File: config.mk
export PLATFORM = sky130hd
export DESIGN_NAME = regfile_wb_arbiter
export DESIGN_NICKNAME = d
export VERILOG_FILES = /design/src/rtl/regfile_wb_arbiter.sv
export SDC_FILE = /design/constraint.sdc
export NUM_CORES = 1
export LEC_CHECK = 0
export CELL_PAD_IN_SITES_DETAIL_PLACEMENT = 1
export CELL_PAD_IN_SITES_GLOBAL_PLACEMENT = 1
export CORE_MARGIN = 8
export CORE_UTILIZATION = 40
export CTS_CLUSTER_DIAMETER = 40
export DETAILED_ROUTE_END_ITERATION = 6
export DONT_BUFFER_PORTS = 1
export PLACE_DENSITY_LB_ADDON = 0.1
export SYNTH_ARGS = -nofsm -noshare
export SYNTH_HDL_FRONTEND = slang
export SYNTH_SLANG_ARGS = --single-unit
File: constraint.sdc
create_clock -name clk -period 2.4 [get_ports clk]
set_input_delay 0.48 -clock clk [delete_from_list [all_inputs] [get_ports clk]]
set_output_delay 0.48 -clock clk [all_outputs]
set_load 0.02 [all_outputs]
File: src/rtl/regfile_wb_arbiter.sv
// Register-file write-back arbiter with a destination-register scoreboard.
// Two write-back requesters (vector ALU lane, memory load unit) share one
// registered write port under round-robin priority. An 8-entry busy vector
// tracks registers that have a write-back pending, so the issue stage can
// stall instead of creating a write-after-write hazard.
module regfile_wb_arbiter #(
    parameter int WIDTH = 32
) (
    input  logic             clk,
    input  logic             rst,

    input  logic             req0_valid,
    input  logic [2:0]       req0_addr,
    input  logic [WIDTH-1:0] req0_data,
    output logic             req0_ready,

    input  logic             req1_valid,
    input  logic [2:0]       req1_addr,
    input  logic [WIDTH-1:0] req1_data,
    output logic             req1_ready,

    input  logic             rsv_valid,
    input  logic [2:0]       rsv_addr,
    output logic             rsv_ready,

    output logic [7:0]       busy,
    output logic             we,
    output logic [2:0]       wr_addr,
    output logic [WIDTH-1:0] wr_data
);

    // Index of the requester granted most recently; the other one wins a tie.
    logic             last_grant_q, last_grant_d;
    logic [7:0]       busy_q, busy_d;
    logic             we_q, we_d;
    logic [2:0]       wr_addr_q, wr_addr_d;
    logic [WIDTH-1:0] wr_data_q, wr_data_d;

    logic             grant0, grant1;
    logic             xfer;
    logic             rsv_accept;

    // Round-robin grants and reservation handshake, all masked while in reset.
    always_comb begin
        grant0     = !rst && req0_valid && (!req1_valid || last_grant_q);
        grant1     = !rst && req1_valid && (!req0_valid || !last_grant_q);
        xfer       = grant0 || grant1;
        rsv_accept = !rst && rsv_valid && !busy_q[rsv_addr];
    end

    assign req0_ready = grant0;
    assign req1_ready = grant1;
    assign rsv_ready  = rsv_accept;

    // Next-state logic for the write port, priority pointer and scoreboard.
    always_comb begin
        // NOTE: every variable gets a default first so no path leaves it
        // unassigned; otherwise synthesis infers a latch to hold the old value.
        last_grant_d = last_grant_q;
        busy_d       = busy_q;
        we_d         = xfer;
        wr_addr_d    = wr_addr_q;
        wr_data_d    = wr_data_q;

        if (grant0) begin
            last_grant_d = 1'b0;
            wr_addr_d    = req0_addr;
            wr_data_d    = req0_data;
        end else if (grant1) begin
            last_grant_d = 1'b1;
            wr_addr_d    = req1_addr;
            wr_data_d    = req1_data;
        end

        // Clear first, then set: a reservation at the same edge keeps the bit.
        if (xfer) begin
            busy_d[wr_addr_d] = 1'b0;
        end
        if (rsv_accept) begin
            busy_d[rsv_addr] = 1'b1;
        end
    end

    // State registers; reset forces req0 to win the first contest.
    always_ff @(posedge clk or posedge rst) begin
        // NOTE: sequential state uses non-blocking assignments so every
        // register samples pre-edge values, independent of statement order.
        if (rst) begin
            last_grant_q <= 1'b1;
            busy_q       <= 8'h00;
            we_q         <= 1'b0;
            wr_addr_q    <= 3'd0;
            wr_data_q    <= '0;
        end else begin
            last_grant_q <= last_grant_d;
            busy_q       <= busy_d;
            we_q         <= we_d;
            wr_addr_q    <= wr_addr_d;
            wr_data_q    <= wr_data_d;
        end
    end

    assign busy    = busy_q;
    assign we      = we_q;
    assign wr_addr = wr_addr_q;
    assign wr_data = wr_data_q;

endmodule

==> metrics.md, run 1 <==
| Metric | Value |
|---|---|
| Average wire per standard cell | 24.40 um |
| I/O pins | 125 |
| Post-CTS Setup Bufs | 0 |
| Hold Crit Class | in -> reg |
| Largest net degree at the start of global routing | 47 |
| # DRC | 0 |
| Final Util | 45.08% |
| Power Dens Cells | 962.9 nW/um^2 |
| Remaining Overflow, GRT | 0 |
| Die Area | 7850 um^2 |
| Core Area | 5107 um^2 |
| H-tree depth | 2 |
| Cell area after synthesis | 2108 um^2 |
| Area share of the largest cell type after synthesis | 52.23% |
| Netlist cell types | 39 |
| Final period util | 93.75% |
| Total number of yosys warnings | 0 |
| Antenna diode count | 0 |
| Critical path required time | 1.92 ns |
| Routability cong. | 0.8017 |
| VDD IR-drop max | 0.0003969 V |
| Endpoints failing setup | 0 |
| Status | finished, final reports clean |
| Routed via count | 1,663 |
| Critical Path AT | 1.77 ns |
| Final worst clock skew | 0.004402 ns |
| Sum Neg Setup Slack | 0 ns |
| Vias in the first global route | 1,857 |
| CTS Hold Bufs | 0 |
| Post-synth ARST share | 100.0% |
| Flops & latches, synth | 45 |
| Synth Instances | 191 |
| Die Ht | 88.60 um |
| Initial Util | 41.28% |
| Post-synth top area cell | dfrtp_1 |
| Layout cells sized above 1 | 11.46% |
| CTS root buffer | clkbuf_8 |
| LEAKAGE | 1.088 nW |
| Worst skew pair latency | 0.29 ns |
| Final #Nets | 269 |
| Initial DRC count | 140 |
| Area growth syn-to-layout | 9.199% |
| Shortest period the worst path allows | 2.250 ns |
| Rows | 26 |
| Final Slew Violations | 0 |
| Top cells by area, synth | dfrtp_1 52%, a222oi_1 15%, inv_1 6.6% |
| GRT Resource Usage Total | 16.35% |
| RSZ-0062 raised after global routing | false |
| Post-synth EDFFs | 0 |
| Setup Crit Path Kind | reg -> out |
| Maxcap violations | 0 |
| FMAX | 444.4 MHz |
| Syn Area/Cell | 11.04 um^2 |
| Number of clock sinks | 45 |
| Register area share after synthesis | 53.47% |
| Top FF cell, synth | dfrtp_1 |
| Vias per inst | 6.347 |
| Max Root-Sink Buffers | 2 |
| Worst Path Max Fanout | 12 |
| DR pass1 iterations | 5 |
| CP Capture Type | output pin |
| CTS tree | yes |
| Syn nets | 269 |
| Detailed placement HPWL | 4.928 mm |
| Post-route ant nets | 0 |
| Rel. slew slack | 62.47% |
| First-pass GRT wire length | 9.922 mm |
| Final hold vios | 0 |
| Final wirelength | 6.392 mm |
| Clock Pin Slew Worst Setup and Hold Paths | 0.08 ns |
| PostCTS Resize Cnt | 0 |
| Antenna violations before repair | 0 |
| CTS Buf Count | 5 |
| Die width | 88.60 um |
| Slew @ Worst Pin | 0.5630 ns |
| Worst setup SP type | register |
| IO buf count | 0 |
-- layer usage --
layer | track usage, % | vias up | share of wire [%]
met5 | 0 | - | 0
met4 | 6.452 | 0 | 2.0
met3 | 7.428 | 11 | 11
met2 | 27.90 | 83 | 51
met1 | 17.13 | 843 | 37
li1 | - | 726 | -
-- cells by family (layout without fill, tap and decap cells) --
kind of cell	count (synthesis)	after routing	synth area share, %
buffers and inverters	51	52	9.852
flip-flops	45	45	53.47
multiplexers	5	5	2.374
AND/OR/NAND/NOR	30	30	8.427
AO/OA/AOI/OAI	60	60	25.88
-- registers in the layout (all words and copies together), names as in the netlist --
| register | flops |
|---|---|
| busy | 8 |
| last_grant_q | 1 |
| we | 1 |
| wr_addr | 3 |
| wr_data | 32 |
-- path summary, 6_finish.rpt --
path / startpoint / endpoint / slack, ns / cells past startpoint
setup / recovery: last_grant_q / req0_ready / 0.15 / 4
hold / removal: rsv_addr[2] / busy[1] / 0.28 / 1
setup reg to reg: last_grant_q / busy[0] / 0.39 / 5
hold reg to reg: last_grant_q / last_grant_q / 0.54 / 2
max in group asynchronous: rst / last_grant_q / 1.73 / 2
min in group asynchronous: rst / wr_data[29] / 0.29 / 2
-- cell usage after synthesis (2+ instances only) --
cell type,count
nand2b_1,4
a21oi_1,3
o2bb2ai_1,2
a222oi_1,32
nor2_1,4
buf_2,4
clkbuf_1,7
nor4_1,2
o21ai_0,7
a32o_1,4
nand2_1,5
nand3_1,3
inv_1,37
dfrtp_1,44
nand3b_1,3
mux2i_1,5
nor2b_1,2
a311o_1,2
-- metrics by stage --
| step | power [W] | area (um^2) | cells | setup WS [ns] | hold WS, ns |
|---|---|---|---|---|---|
| floorplan | 0.001528 | 2112 | 191 | 0.08395 | 0.5111 |
| global placement | 0.001626 | 2186 | 254 | 0.4606 | 0.5329 |
| detailed placement | 0.001655 | 2186 | 254 | 0.4100 | 0.5265 |
| CTS | 0.002251 | 2302 | 262 | 0.1179 | 0.2645 |
| global route | 0.002342 | 2302 | 262 | 0.04732 | 0.2544 |
| finish | 0.002217 | 2302 | 262 | 0.1500 | 0.2774 |
-- cell type report --
class                           count  area [um^2]
Fill cell                         578         2805
Sequential cell                    45         1127
Multi-Input combinational cell     95        779.5
Inverter                           38        146.4
Tap cell                           70        87.58
Clock buffer                        7        86.33
Timing Repair Buffer                6        45.04
Clock inverter                      1        30.03
-- power breakdown --
| group | leakage [nW] | switching (W) | internal (W) |
|---|---|---|---|
| clock | 0.0585 | 0.000245 | 0.000340 |
| sequential | 0.552 | 0.000361 | 0.000920 |
| combinational | 0.478 | 0.000186 | 0.000165 |
| total | 1.09 | 0.000792 | 0.00142 |
-- cell usage in the layout (no fill, tap or decap), types with 2 or more instances in the layout --
master / Yosys / layout
a21oi_1: 3 / 3
a222oi_1: 32 / 32
a311o_1: 2 / 2
a32o_1: 4 / 4
buf_4: 1 / 6
clkbuf_8: 0 / 6
dfrtp_1: 44 / 44
inv_1: 37 / 36
mux2i_1: 5 / 5
nand2_1: 5 / 5
nand2b_1: 4 / 4
nand3_1: 3 / 3
nand3b_1: 3 / 3
nor2_1: 4 / 3
nor2b_1: 2 / 2
nor4_1: 2 / 2
o21ai_0: 7 / 7
o2bb2ai_1: 2 / 2
-- worst max-delay path, stage by stage (launching register included) --
cell and delay, ns:
dfstp_2 0.57, nor2b_4 0.05, or3_1 0.48, inv_1 0.15
buf_4 0.23
(Power assumes the default switching activity.)
==> inputs of run 2 (changes only) <==
--- a/config.mk
+++ b/config.mk
@@ -8,10 +8,9 @@
 export CELL_PAD_IN_SITES_DETAIL_PLACEMENT = 1
 export CELL_PAD_IN_SITES_GLOBAL_PLACEMENT = 1
 export CORE_MARGIN = 8
-export CORE_UTILIZATION = 40
+export CORE_UTILIZATION = 25
 export CTS_CLUSTER_DIAMETER = 40
 export DETAILED_ROUTE_END_ITERATION = 6
-export DONT_BUFFER_PORTS = 1
 export PLACE_DENSITY_LB_ADDON = 0.1
 export SYNTH_ARGS = -nofsm -noshare
 export SYNTH_HDL_FRONTEND = slang
==> constraint.sdc (replaced) <==
create_clock -name clk -period 1.9 [get_ports clk]
set_input_delay 0.38 -clock clk [delete_from_list [all_inputs] [get_ports clk]]
set_output_delay 0.38 -clock clk [all_outputs]
set_load 0.02 [all_outputs]
==> metrics.md, run 2 (same netlist as run 1, synthesis figures left out) <==
| Metric | Value |
|---|---|
| Status | finished with violations |
| Failing checks | negative setup slack |
| Endpoints failing setup | 3 |
| Die width | 107.8 um |
| Largest net degree at the start of global routing | 47 |
| CTS Buf Count | 5 |
| Commonest non-fill, non-tap cell in the layout | clkdlybuf4s50_1 |
| Shortest period the worst path allows | 1.919 ns |
| I/O pins | 125 |
| Routed via count | 2,285 |
| DR pass1 iterations | 6 |
| Antenna violations before repair | 0 |
| Worst setup SP type | register |
| Worst reg-to-reg path cell count | 6 |
| # fillers | 904 |
| Final cell count without fillers | 463 |
| Register area | 1127 um^2 |
| Reg-to-reg startpoint | last_grant_q |
| CTS root buffer | clkbuf_8 |
| R2r setup slk | -0.01 ns |
| Average wire per standard cell | 18.68 um |
| Rows | 33 |
| IO buf count | 124 |
| Core Area | 8217 um^2 |
| Initial Util | 25.66% |
| Detailed placement HPWL | 6.807 mm |
| # DRC | 0 |
| Placed Area | 3775 um^2 |
| Final period util | 101.0% |
| Remaining Overflow, GRT | 0 |
| Worst skew pair latency | 0.30 ns |
| Maxcap violations | 0 |
| Layout cells sized above 1 | 21.51% |
| WHS Path Cells | 2 |
| RSZ-0062 raised after global routing | true |
| GRT Resource Usage Total | 15.17% |
| Multi-input gate area | 849.6 um^2 |
| Hold path startpoint | wr_data[14] |
| Post-route cell area | 4010 um^2 |
| First-pass GRT wire length | 13.92 mm |
| FMAX | 521.2 MHz |
| CP Capture Type | output pin |
| Final #Nets | 435 |
| VDD IR-drop max | 0.0004341 V |
| Die Ht | 107.8 um |
| Most frequent cells in the layout | 115 x clkdlybuf4s50_1, 44 x dfrtp_1, 40 x buf_4 |
| Die Area | 11,630 um^2 |
| Area growth syn-to-layout | 90.21% |
| Routability cong. | 0.8033 |
| Slew @ Worst Pin | 0.5910 ns |
| Post-route setup slack | -0.01881 ns |
| CTS tree | yes |
| Hold Crit Class | reg -> reg |
| Final wirelength | 8.651 mm |
| Critical path required time | 1.52 ns |
| Final worst clock skew | 0.01024 ns |
| Rel. slew slack | 60.60% |
| Vias per inst | 4.935 |
| Sum Neg Setup Slack | -0.03280 ns |
| Power Dens Cells | 885.6 nW/um^2 |
| Max Root-Sink Buffers | 2 |
| Max reg flops | 32 |
| Placed Cells | 446 |
| Final Slew Violations | 0 |
| Critical Path AT | 1.54 ns |
| Number of clock sinks | 45 |
| Post-route ant nets | 0 |
| Worst Path Max Fanout | 5 |
| Clock Pin Slew Worst Setup and Hold Paths | 0.09 ns |
| Worst r2r dst | busy[0] |
| Hold Path Sink | wr_data[14] |
| Final hold vios | 0 |
| LEAKAGE | 1.808 nW |
| Antenna diode count | 0 |
| H-tree depth | 2 |
| Initial DRC count | 158 |
| Vias in the first global route | 2,661 |
| Setup Crit Path Kind | reg -> out |
| CTS Hold Bufs | 0 |
==> run 2: cell count changes in the layout (fill, tap and decap cells not counted), sizes merged <==
| cell | before | now |
|---|---|---|
| bufinv | 1 | 0 |
| inv | 37 | 38 |
| clkbuf | 7 | 6 |
| dlygate4sd2 | 0 | 5 |
| clkdlybuf4s50 | 0 | 115 |
| clkdlybuf4s15 | 0 | 1 |
| buf | 6 | 51 |
| clkinv | 0 | 1 |
==> run 2: worst max-delay path, stage by stage (launching register included) <==
cell,delay [ns]
dfstp_2,0.56
buf_4,0.13
and2_4,0.16
buf_6,0.10
nor2_4,0.03
buf_6,0.11
buf_4,0.14
==> run 2: what timing repair did <==
item                                    CTS  global route
gates resized for setup                  29             9
pin swaps                                 2             2
endpoints found under the setup margin   11             8
setup buffers                             6             3
==> run 2: worst max-delay path by stage <==
| stage | startpoint | to | slack, ns |
|---|---|---|---|
| 2_1_floorplan | rst | rsv_ready | -0.16 |
| 3_3_place_gp | rsv_addr[0] | rsv_ready | -0.64 |
| 5_1_grt | last_grant_q | req1_ready | -0.08 |
| 4_1_cts | last_grant_q | busy[0] | -0.04 |
| 3_5_place_dp | rsv_addr[0] | rsv_ready | -0.68 |
| 6_report | last_grant_q | req1_ready | -0.02 |
==> run 2: per-layer routing <==
metal  vias up  share of wire (%)  global-route usage [%]
li1       1065                  -                       -
met1      1128                 37                   15.65
met2        79                 52                   27.02
met3        13                9.5                   6.886
met4         0                1.9                   4.163
met5         -                  0                       0
==> run 2: final cells by class <==
cell class	instances	share of cell area, %
clock inverters	2	0.4368
inverters	38	3.651
clock buffers	6	2.059
well taps	105	3.276
flip-flops and latches	45	28.11
repair buffers	172	41.28
multi-input cells	95	21.19
==> run 2: through the flow <==
| stage | hold WS, ns | power [W] | util, % | worst slack (ns) |
|---|---|---|---|---|
| 5_1_grt | 0.5454 | 0.003767 | 48.80 | -0.08337 |
| 2_1_floorplan | 0.4751 | 0.001944 | - | -0.1579 |
| 6_report | 0.4962 | 0.003552 | 48.80 | -0.01881 |
| 3_5_place_dp | 0.4781 | 0.002870 | 45.94 | -0.6750 |
| 3_3_place_gp | 0.4693 | 0.002844 | 45.94 | -0.6373 |
| 4_1_cts | 0.5019 | 0.003580 | 48.17 | -0.04097 |
==> run 2: report_power, final <==
part | total, W | leakage (nW) | switching, W | internal, W
Combinational | 0.00160 | 1.20 | 0.000728 | 0.000872
Clock | 0.000652 | 0.0518 | 0.000350 | 0.000302
Sequential | 0.00130 | 0.552 | 0.000135 | 0.00116
Total | 0.00355 | 1.81 | 0.00121 | 0.00234
==> inputs of run 3 (changes only) <==
--- a/config.mk
+++ b/config.mk
@@ -9,9 +9,10 @@
 export CELL_PAD_IN_SITES_GLOBAL_PLACEMENT = 1
 export CORE_MARGIN = 8
 export CORE_UTILIZATION = 25
-export CTS_CLUSTER_DIAMETER = 40
+export CTS_CLUSTER_DIAMETER = 50
 export DETAILED_ROUTE_END_ITERATION = 6
 export PLACE_DENSITY_LB_ADDON = 0.1
+export RECOVER_POWER = 25
 export SYNTH_ARGS = -nofsm -noshare
 export SYNTH_HDL_FRONTEND = slang
 export SYNTH_SLANG_ARGS = --single-unit
==> metrics.md, run 3 (same netlist as run 1, synthesis figures left out) <==
| Metric | Value |
|---|---|
| Status | finished with violations |
| DR pass1 iterations | 6 |
| Worst r2r dst | busy[0] |
| Average wire per standard cell | 18.60 um |
| Final #Nets | 435 |
| Critical path launch point | last_grant_q |
| GRT Resource Usage Total | 15.17% |
| I/O pins | 125 |
| Critical path required time | 1.52 ns |
| Register area | 1127 um^2 |
| Failing checks | negative setup slack |
| Shortest period the worst path allows | 1.919 ns |
| Max incr delay on CP | 0.56 ns |
| Vias per inst | 4.937 |
| # DRC | 0 |
| Power Dens Cells | 887.4 nW/um^2 |
| Die Ht | 107.8 um |
| Antenna diode count | 0 |
| Commonest non-fill, non-tap cell in the layout | clkdlybuf4s50_1 |
| Setup Crit Path Kind | reg -> out |
| Die width | 107.8 um |
| Area growth syn-to-layout | 89.14% |
| CTS root buffer | clkbuf_8 |
| Final hold vios | 0 |
| Fin Hold WS | 0.4962 ns |
| Final period util | 101.0% |
| Worst skew pair latency | 0.30 ns |
| Worst slack, placed | -0.6750 ns |
| CP Capture Type | output pin |
| Multi-input gate area | 849.6 um^2 |
| Most frequent cells in the layout | 115 x clkdlybuf4s50_1, 44 x dfrtp_1, 39 x buf_4 |
| Slew @ Worst Pin | 0.5925 ns |
| Worst setup SP type | register |
| Initial DRC count | 156 |
| Remaining Overflow, GRT | 0 |
| Critical path depth in cells | 6 |
| Crit path buf inv count | 4 |
| # fillers | 909 |
| Total Power | 0.003539 W |
| Layer with the highest usage | met2 |
| CTS Buf Count | 5 |
| Largest net degree at the start of global routing | 47 |
| Setup crit end | req1_ready |
| Number of clock sinks | 45 |
| Max Root-Sink Buffers | 2 |
| Detailed placement HPWL | 6.807 mm |
| CTS tree | yes |
| Die Area | 11,630 um^2 |
| Core Area | 8217 um^2 |
| Final wirelength | 8.610 mm |
| VDD IR-drop max | 0.0004338 V |
| Post-route setup slack | -0.01857 ns |
| Final Util | 48.53% |
| Antenna violations before repair | 0 |
| Layout cells sized above 1 | 20.95% |
| Met1 Use GR | 15.65% |
| Reg-to-reg startpoint | last_grant_q |
| LEAKAGE | 1.795 nW |
| Largest delay share family, worst path | flip-flops |
| Initial Util | 25.66% |
| Routed via count | 2,286 |
| R2r setup slk | -0.01 ns |
| Clock Pin Slew Worst Setup and Hold Paths | 0.09 ns |
| Critical-path top delay cell | dfstp_2 |
| Hold Crit Class | reg -> reg |
| H-tree depth | 2 |
| Endpoints failing setup | 2 |
| Routability cong. | 0.8033 |
| Final Slew Violations | 0 |
| M3 GR Usage | 6.886% |
| IO buf count | 124 |
| Maxcap violations | 0 |
| Post-route ant nets | 0 |
| Final worst clock skew | 0.008547 ns |
| Max reg flops | 32 |
| Rows | 33 |
| RSZ-0062 raised after global routing | true |
| CTS Hold Bufs | 0 |
| Vias in the first global route | 2,661 |
| First-pass GRT wire length | 13.92 mm |
| Worst Path Max Fanout | 5 |
| FMAX | 521.2 MHz |
| Critical Path AT | 1.54 ns |
| CP Cell Sequence | buf_4 > and2_4 > buf_6 > nor2_4 > buf_6 > buf_4 |
| Worst reg-to-reg path cell count | 6 |
| Rel. slew slack | 60.50% |
| Met2 usage | 27.02% |
[run 3: how the worst min path moves through the flow]
stage                     start          end  cells after the start
floorplan           rsv_addr[2]      busy[1]                      1
global placement    wr_data[22]  wr_data[22]                      2
detailed placement  wr_data[14]  wr_data[14]                      2
CTS                 wr_data[14]  wr_data[14]                      2
global route        wr_data[19]  wr_data[19]                      2
finish              wr_data[14]  wr_data[14]                      2
[run 3: per-layer routing]
layer  up-vias  wire, um
met4         0       165
met1      1126      3109
li1       1064         -
met3        13       840
met2        83      4495
met5         -         0
[run 3: power by group]
group | leakage [nW] | switching, W | internal [W]
Sequential | 0.552 | 0.000134 | 0.00116
Combinational | 1.19 | 0.000725 | 0.000866
Clock | 0.0518 | 0.000347 | 0.000302
[run 3: stage by stage]
step           std cells  setup TNS [ns]  area, um^2
2_1_floorplan        191          -1.003        2153
3_3_place_gp         446          -11.04        3775
3_5_place_dp         446          -12.36        3775
4_1_cts              460         -0.1274        3958
5_1_grt              463         -0.3498        3988
6_report             463        -0.03172        3988
[run 3: timing repair]
| action | CTS | global route |
|---|---|---|
| endpoints found under the hold margin | 0 | 0 |
| setup buffers | 6 | 3 |
| endpoints found under the setup margin | 11 | 8 |
| pin swaps | 2 | 2 |
| gates resized for setup | 29 | 9 |
[run 3: worst reg2reg max path, stage by stage (launching register included)]
cell and delay [ns]:
dfstp_2 0.56, nor2b_4 0.04, or3_4 0.34, buf_6 0.15, o32ai_4 0.12, or3b_1 0.38, a32o_1 0.21
[run 3: area by class of cell]
class | instances | share of cell area, %
clock buffers | 6 | 2.071
clock inverters | 2 | 0.4393
flip-flops and latches | 45 | 28.27
multi-input cells | 95 | 21.31
inverters | 38 | 3.608
well taps | 105 | 3.295
repair buffers | 172 | 41.01
